$ cat config.mk
export PLATFORM = sky130hd
export DESIGN_NAME = vga_sync_to_count
export DESIGN_NICKNAME = d
export VERILOG_FILES = /design/src/rtl/vga_sync_to_count_pkg.sv /design/src/rtl/vga_lock_fsm.sv /design/src/rtl/vga_sync_to_count.sv
export SDC_FILE = /design/constraint.sdc
export NUM_CORES = 1
export LEC_CHECK = 0
export ABC_AREA = 0
export CAP_MARGIN = 10
export CORE_MARGIN = 2
export CORE_UTILIZATION = 56
export CTS_CLUSTER_DIAMETER = 100
export DETAILED_ROUTE_END_ITERATION = 12
export PLACE_DENSITY = 0.93
export SETUP_SLACK_MARGIN = 0.4
export SLEW_MARGIN = 20
export SYNTH_ARGS = -nofsm -noshare
export SYNTH_HDL_FRONTEND = slang
export SYNTH_SLANG_ARGS = --single-unit
$ cat constraint.sdc
create_clock -name i_Clk -period 3.9 [get_ports i_Clk]
set_input_delay 1.17 -clock i_Clk [delete_from_list [all_inputs] [get_ports i_Clk]]
set_output_delay 1.17 -clock i_Clk [all_outputs]
set_load 0.03 [all_outputs]
$ cat src/rtl/vga_sync_to_count_pkg.sv
// rtl/vga_sync_to_count_pkg.sv - shared timing constants, lock states and count helper for vga_sync_to_count
package vga_sync_to_count_pkg;

  // Count width is fixed; every timing below must fit in it.
  localparam int COUNT_W = 10;
  localparam int GOOD_W  = 4;

  // Default 640x480 timing, also used by the sync generator and porch stages.
  localparam int DEF_TOTAL_COLS  = 800;
  localparam int DEF_TOTAL_ROWS  = 525;
  localparam int DEF_ACTIVE_COLS = 640;
  localparam int DEF_ACTIVE_ROWS = 480;
  localparam int DEF_LOCK_FRAMES = 2;

  localparam logic [COUNT_W-1:0] COUNT_ONE = COUNT_W'(1);

  typedef enum logic [1:0] {
    ST_UNLOCKED = 2'd0,
    ST_ACQUIRE  = 2'd1,
    ST_LOCKED   = 2'd2
  } lock_state_t;

  // Increment with wrap to zero after the last legal value.
  function automatic logic [COUNT_W-1:0] wrap_inc(input logic [COUNT_W-1:0] value,
                                                  input logic [COUNT_W-1:0] last);
    return (value == last) ? '0 : value + COUNT_ONE;
  endfunction

endpackage

$ cat src/rtl/vga_lock_fsm.sv
// rtl/vga_lock_fsm.sv - frame-lock state machine counting consecutive clean frames
module vga_lock_fsm
  import vga_sync_to_count_pkg::*;
#(
  parameter int LOCK_FRAMES = DEF_LOCK_FRAMES
) (
  input  logic i_Clk,
  input  logic i_Rst_L,
  input  logic i_VRise,
  input  logic i_Error,
  input  logic i_Frame_Good,
  output logic o_Tracking,
  output logic o_Locked_Nxt,
  output logic o_Locked
);

  // good holds the number of clean frames seen so far; reaching the last one locks.
  localparam logic [GOOD_W-1:0] LOCK_LAST = GOOD_W'(LOCK_FRAMES - 1);
  localparam logic [GOOD_W-1:0] GOOD_ONE  = GOOD_W'(1);

  lock_state_t       state;
  lock_state_t       state_nxt;
  logic [GOOD_W-1:0] good;
  logic [GOOD_W-1:0] good_nxt;

  // Once the first VRise has been seen the parent's counts are meaningful.
  assign o_Tracking   = (state != ST_UNLOCKED);
  assign o_Locked_Nxt = (state_nxt == ST_LOCKED);

  // State, clean-frame count and registered lock flag.
  always_ff @(posedge i_Clk or negedge i_Rst_L) begin
    if (!i_Rst_L) begin
      state    <= ST_UNLOCKED;
      good     <= '0;
      o_Locked <= 1'b0;
    end else begin
      state    <= state_nxt;
      good     <= good_nxt;
      o_Locked <= o_Locked_Nxt;
    end
  end

  // Next state: the acquiring frame never counts; any error restarts the tally.
  always_comb begin
    state_nxt = state;
    good_nxt  = good;
    case (state)
      ST_UNLOCKED: begin
        if (i_VRise) begin
          state_nxt = ST_ACQUIRE;
          good_nxt  = '0;
        end
      end
      ST_ACQUIRE: begin
        if (i_Error) begin
          good_nxt = '0;
        end else if (i_Frame_Good) begin
          if (good == LOCK_LAST) begin
            state_nxt = ST_LOCKED;
            good_nxt  = '0;
          end else begin
            good_nxt = good + GOOD_ONE;
          end
        end
      end
      ST_LOCKED: begin
        if (i_Error) begin
          state_nxt = ST_ACQUIRE;
          good_nxt  = '0;
        end
      end
      default: begin
        state_nxt = ST_UNLOCKED;
        good_nxt  = '0;
      end
    endcase
  end

endmodule

$ cat src/rtl/vga_sync_to_count.sv
// rtl/vga_sync_to_count.sv - regenerates column/row counts from HSync/VSync with lock and error detection (option: VGA_SYNC_TO_COUNT_ERR_CNT_EN)
module vga_sync_to_count
  import vga_sync_to_count_pkg::*;
#(
  parameter int TOTAL_COLS  = DEF_TOTAL_COLS,
  parameter int TOTAL_ROWS  = DEF_TOTAL_ROWS,
  parameter int ACTIVE_COLS = DEF_ACTIVE_COLS,
  parameter int ACTIVE_ROWS = DEF_ACTIVE_ROWS,
  parameter int LOCK_FRAMES = DEF_LOCK_FRAMES
) (
  input  logic               i_Clk,
  input  logic               i_Rst_L,
  input  logic               i_HSync,
  input  logic               i_VSync,
  output logic               o_HSync,
  output logic               o_VSync,
  output logic [COUNT_W-1:0] o_Col_Count,
  output logic [COUNT_W-1:0] o_Row_Count,
  output logic               o_Locked,
  output logic               o_Active,
  output logic [7:0]         o_Err_Count
);

  if (TOTAL_COLS > 1024 || TOTAL_ROWS > 1024 ||
      ACTIVE_COLS >= TOTAL_COLS || ACTIVE_ROWS >= TOTAL_ROWS ||
      LOCK_FRAMES < 1 || LOCK_FRAMES > 15) begin : g_param_check
    $error("vga_sync_to_count: unsupported timing parameters");
  end

  localparam logic [COUNT_W-1:0] LAST_COL = COUNT_W'(TOTAL_COLS - 1);
  localparam logic [COUNT_W-1:0] LAST_ROW = COUNT_W'(TOTAL_ROWS - 1);

  logic               sync_valid;
  logic               h_rise;
  logic               v_rise;
  logic               at_last_col;
  logic               at_frame_end;
  logic               line_err;
  logic               frame_err;
  logic               sync_err;
  logic               frame_clean;
  logic               frame_good;
  logic               tracking;
  logic               locked_nxt;
  logic [COUNT_W-1:0] col_nxt;
  logic [COUNT_W-1:0] row_nxt;

  // After reset the delayed syncs read 0 without having sampled anything, so
  // edges are ignored until one real sample is held; otherwise a reset released
  // mid-frame would see a fake VRise and lock onto the wrong position.
  assign h_rise = sync_valid & i_HSync & ~o_HSync;
  assign v_rise = sync_valid & i_VSync & ~o_VSync;

  assign at_last_col  = (o_Col_Count == LAST_COL);
  assign at_frame_end = at_last_col & (o_Row_Count == LAST_ROW);

  // HRise belongs exactly at the last column; a missing or early one is a line error.
  assign line_err  = at_last_col ^ h_rise;
  assign frame_err = v_rise & ~at_frame_end;

  // Line and frame faults in one cycle collapse into a single error.
  assign sync_err   = tracking & (line_err | frame_err);
  assign frame_good = v_rise & ~sync_err & frame_clean;

  // Delayed syncs that the counts describe, plus the sample-valid flag.
  always_ff @(posedge i_Clk or negedge i_Rst_L) begin
    if (!i_Rst_L) begin
      o_HSync    <= 1'b0;
      o_VSync    <= 1'b0;
      sync_valid <= 1'b0;
    end else begin
      o_HSync    <= i_HSync;
      o_VSync    <= i_VSync;
      sync_valid <= 1'b1;
    end
  end

  // Next count: VRise resyncs both, HRise resyncs the column, otherwise free-run.
  always_comb begin
    col_nxt = o_Col_Count;
    row_nxt = o_Row_Count;
    if (v_rise) begin
      col_nxt = '0;
      row_nxt = '0;
    end else if (tracking) begin
      if (h_rise) begin
        col_nxt = '0;
        row_nxt = wrap_inc(o_Row_Count, LAST_ROW);
      end else begin
        col_nxt = wrap_inc(o_Col_Count, LAST_COL);
        if (at_last_col) begin
          row_nxt = wrap_inc(o_Row_Count, LAST_ROW);
        end
      end
    end
  end

  // Count registers.
  always_ff @(posedge i_Clk or negedge i_Rst_L) begin
    if (!i_Rst_L) begin
      o_Col_Count <= '0;
      o_Row_Count <= '0;
    end else begin
      o_Col_Count <= col_nxt;
      o_Row_Count <= row_nxt;
    end
  end

  // A frame is clean if no error occurred between two VRises; each VRise opens a new frame.
  always_ff @(posedge i_Clk or negedge i_Rst_L) begin
    if (!i_Rst_L) begin
      frame_clean <= 1'b0;
    end else if (v_rise) begin
      frame_clean <= 1'b1;
    end else if (sync_err) begin
      frame_clean <= 1'b0;
    end
  end

  vga_lock_fsm #(
    .LOCK_FRAMES (LOCK_FRAMES)
  ) u_lock_fsm (
    .i_Clk        (i_Clk),
    .i_Rst_L      (i_Rst_L),
    .i_VRise      (v_rise),
    .i_Error      (sync_err),
    .i_Frame_Good (frame_good),
    .o_Tracking   (tracking),
    .o_Locked_Nxt (locked_nxt),
    .o_Locked     (o_Locked)
  );

  // Active flag registered alongside o_HSync/o_VSync/o_Locked so all four line up.
  always_ff @(posedge i_Clk or negedge i_Rst_L) begin
    if (!i_Rst_L) begin
      o_Active <= 1'b0;
    end else begin
      o_Active <= i_HSync & i_VSync & locked_nxt;
    end
  end

`ifdef VGA_SYNC_TO_COUNT_ERR_CNT_EN
  logic [7:0] err_cnt;

  // Saturating error tally, cleared only by reset.
  always_ff @(posedge i_Clk or negedge i_Rst_L) begin
    if (!i_Rst_L) begin
      err_cnt <= 8'd0;
    end else if (sync_err && (err_cnt != 8'hFF)) begin
      err_cnt <= err_cnt + 8'd1;
    end
  end

  assign o_Err_Count = err_cnt;
`else
  assign o_Err_Count = 8'd0;
`endif

endmodule

==> metrics.md <==
| Metric | Value |
|---|---|
| Flop-to-flop setup slack | `1.26 ns` |
| Post-synthesis cell area | `1894 um2` |
| Clk slew on worst S/H paths | `0.11 ns` |
| Buffers and inverters on the worst path | `1` |
| Reg-to-reg startpoint | `o_Col_Count[0]$_DFFE_PN0P_` |
| CP max FO | `8` |
| Vias in the first global route | `1,451` |
| Worst R2R End | `u_lock_fsm.good[0]$_DFFE_PN0P_` |
| Critical-path cell list | `clkdlybuf4s50_1` |
| Ys async rst share | `100.0%` |
| # diodes | `0` |
| Total vias in the final route | `1,498` |
| Final Slew Violations | `0` |
| Clk_lat worst skew | `0.35 ns` |
| Cts hold-fix bufs | `0` |
| Worst Hold Slack | `0.5244 ns` |
| Cell area power density | `461.1 nW/um2` |
| Antenna violations before repair | `0` |
| Nets | `231` |
| Port Buffers | `27` |
| Final setup viols | `0` |
| Final HPWL DP | `2569 um` |
| EDFF count, synth | `0` |
| Commonest non-fill, non-tap cell in the layout | `dfrtp_1` |
| Status | `finished, final reports clean` |
| Crit start category | `register` |
| Deepest clock path buffer count | `2` |
| Number of routed nets with antenna violations | `0` |
| Die area | `3864 um2` |
| First-pass GRT wire length | `6327 um` |
| Post-Synthesis Cells | `190` |
| Core Region | `3284 um2` |
| Row count | `21` |
| Reg2reg path depth | `9` |
| Initial Util | `57.68%` |
| Synth Flop Type | `dfrtp_1` |
| Pre-antenna DRT Iters | `4` |
| Hold_sp | `frame_clean$_DFFE_PN0P_` |
| Fraction of layout cells with a size suffix above 1 | `13.06%` |
| Cell leakage power | `0.0009435 uW` |
| Total Routing Usage GR | `20.32%` |
| Max cap viols | `0` |
| Setup Skew | `0.01646 ns` |
| GRT overflow | `0` |
| Worst min path class | `reg -> reg` |
| Hold Vio Cnt, Final | `0` |
| Yosys cell types | `50` |
| Number of fill cells | `246` |
| Worst-case vdd ir drop | `0.0003759 V` |
| CP peak stage delay | `0.71 ns` |
| WL final | `3648 um` |
| Die span in x | `62.16 um` |
| CTS resizes | `0` |
| GP Congestion | `0.7920` |
| Post-CTS setup buffer count | `0` |
| Setup repair after global routing missed its margin | `no` |
| Worst-path cell with the longest stage delay | `clkdlybuf4s50_1` |
| Clock buffers created by TritonCTS | `5` |
| TritonCTS clock tree | `yes` |
| Yosys Warn Count | `0` |
| H-tree levels | `2` |
| Die Ht | `62.16 um` |
| Hold endpoint | `frame_clean$_DFFE_PN0P_` |
| Worst hold stages | `2` |
| Setup crit end kind | `primary output` |
| Root buf cell | `clkbuf_4` |
| Max Fclk | `368.8 MHz` |
| I/O pin count | `36` |
| Mean Syn Cell Area | `9.970 um2` |
| Post-synthesis register bit count | `32` |
| Tmin final | `2.712 ns` |
| Most frequent cells in the layout | `dfrtp_1 (32), clkdlybuf4s50_1 (27), nand2_1 (20)` |
| Sequential element share of the synthesized area | `42.27%` |
| Vias per cell | `5.590` |
| DRC | `0` |
| Type of the worst setup path | `reg -> out` |
| WP data arrival | `1.54 ns` |
| Largest net degree at the start of global routing | `33` |
| Area grow syn2layout | `17.64%` |
| Crit-path leading delay family | `buffers and inverters` |
| Period utilization | `69.53%` |
| Required @ worst endpoint | `2.73 ns` |
| Setup TNS | `0 ns` |
| Clk sinks | `32` |
| Wire per inst | `13.61 um` |
| 1st-iter DRT viols | `66` |
-- per-layer routing --
metal  up-vias  routed length [um]  GRT usage [%]
met3         5                 178          4.529
met5         -                   0              0
li1        730                   -              -
met4         0                  46          10.83
met2        41                1813          34.24
met1       722                1610          24.31
-- state kept, by name (all words and copies together), names as in the netlist --
register	cells
u_lock_fsm.good	4
sync_valid	1
o_Row_Count	10
o_HSync	1
o_Col_Count	10
u_lock_fsm.state	2
o_VSync	1
u_lock_fsm.o_Locked	1
o_Active	1
frame_clean	1
-- power by group --
group	internal, uW	leakage (uW)	switching, uW	total (uW)
combinational	156	0.000498	201	356
sequential	387	0.000413	82.1	469
clock	88.9	0.0000326	113	202
total	632	0.000944	396	1030
-- per-stage QoR --
stage,util [%],power (uW),setup slack [ns],cells,area (um2)
finish,67.85,1028,1.188,268,2228
global route,67.85,1096,1.056,268,2228
CTS,67.85,1033,1.186,268,2228
detailed placement,66.06,830.6,0.8333,260,2170
global placement,66.06,820.3,0.8715,260,2170
floorplan,-,709.3,1.223,197,1921
-- how the worst max path moves through the flow --
stage	cells after the start	slack [ns]	start	end
2_1_floorplan	9	1.22	o_Col_Count[0]$_DFFE_PN0P_	u_lock_fsm.good[1]$_DFFE_PN0P_
3_3_place_gp	6	0.87	i_HSync	u_lock_fsm.good[1]$_DFFE_PN0P_
3_5_place_dp	6	0.83	i_HSync	u_lock_fsm.good[1]$_DFFE_PN0P_
4_1_cts	1	1.19	o_Row_Count[6]$_DFFE_PN0P_	o_Row_Count[6]
5_1_grt	9	1.06	o_Col_Count[1]$_DFFE_PN0P_	u_lock_fsm.good[0]$_DFFE_PN0P_
6_report	1	1.19	o_Row_Count[6]$_DFFE_PN0P_	o_Row_Count[6]
-- cells by family (layout without fill, tap and decap cells) --
family | count (synthesis) | after routing | share of synthesized area (%)
xor+xnor | 5 | 5 | 2.312
buf+inv | 18 | 43 | 6.143
fa+ha+maj | 6 | 6 | 3.963
compound gates | 47 | 47 | 18.82
flops | 32 | 32 | 42.27
mux | 3 | 3 | 1.981
other cells | 2 | 9 | 0.3964
simple gates | 77 | 77 | 24.11
-- synth_stat cells, types with 2 or more instances --
cell       n  share of area [%]
and3_1     7                2.3
nor3_1     5                1.3
dfrtp_1   32                 42
nand2b_1   3               0.99
xnor2_1    5                2.3
nand3b_1   2               0.79
a21o_1     4                1.6
inv_1      6                1.2
buf_2      2               0.53
nor2_1    14                2.8
nor3_2     2                1.1
and4_4     2                1.2
a21oi_1    3               0.79
a22o_1     4                1.8
or3_1      2               0.66
mux2_2     2                1.2
buf_4      8                3.2
ha_1       6                4.0
a211oi_1   3                1.2
o21ai_0   15                4.0
conb_1     2               0.40
nand2_1   20                4.0
nand4_1    2               0.66
a21oi_4    2                1.7
o21ai_1    6                1.6
nand3_1    7                1.8
-- layout make-up --
type	count	area [um2]	share of cell area (%)
sequential	32	800.8	35.93
inverter	6	22.52	1.011
tap	46	57.56	2.583
multi-input combinational	147	1003	45.03
clock buffer	8	58.81	2.639
timing repair buffer	29	285.3	12.80
Note: power is estimated with default switching activity, not from simulation.
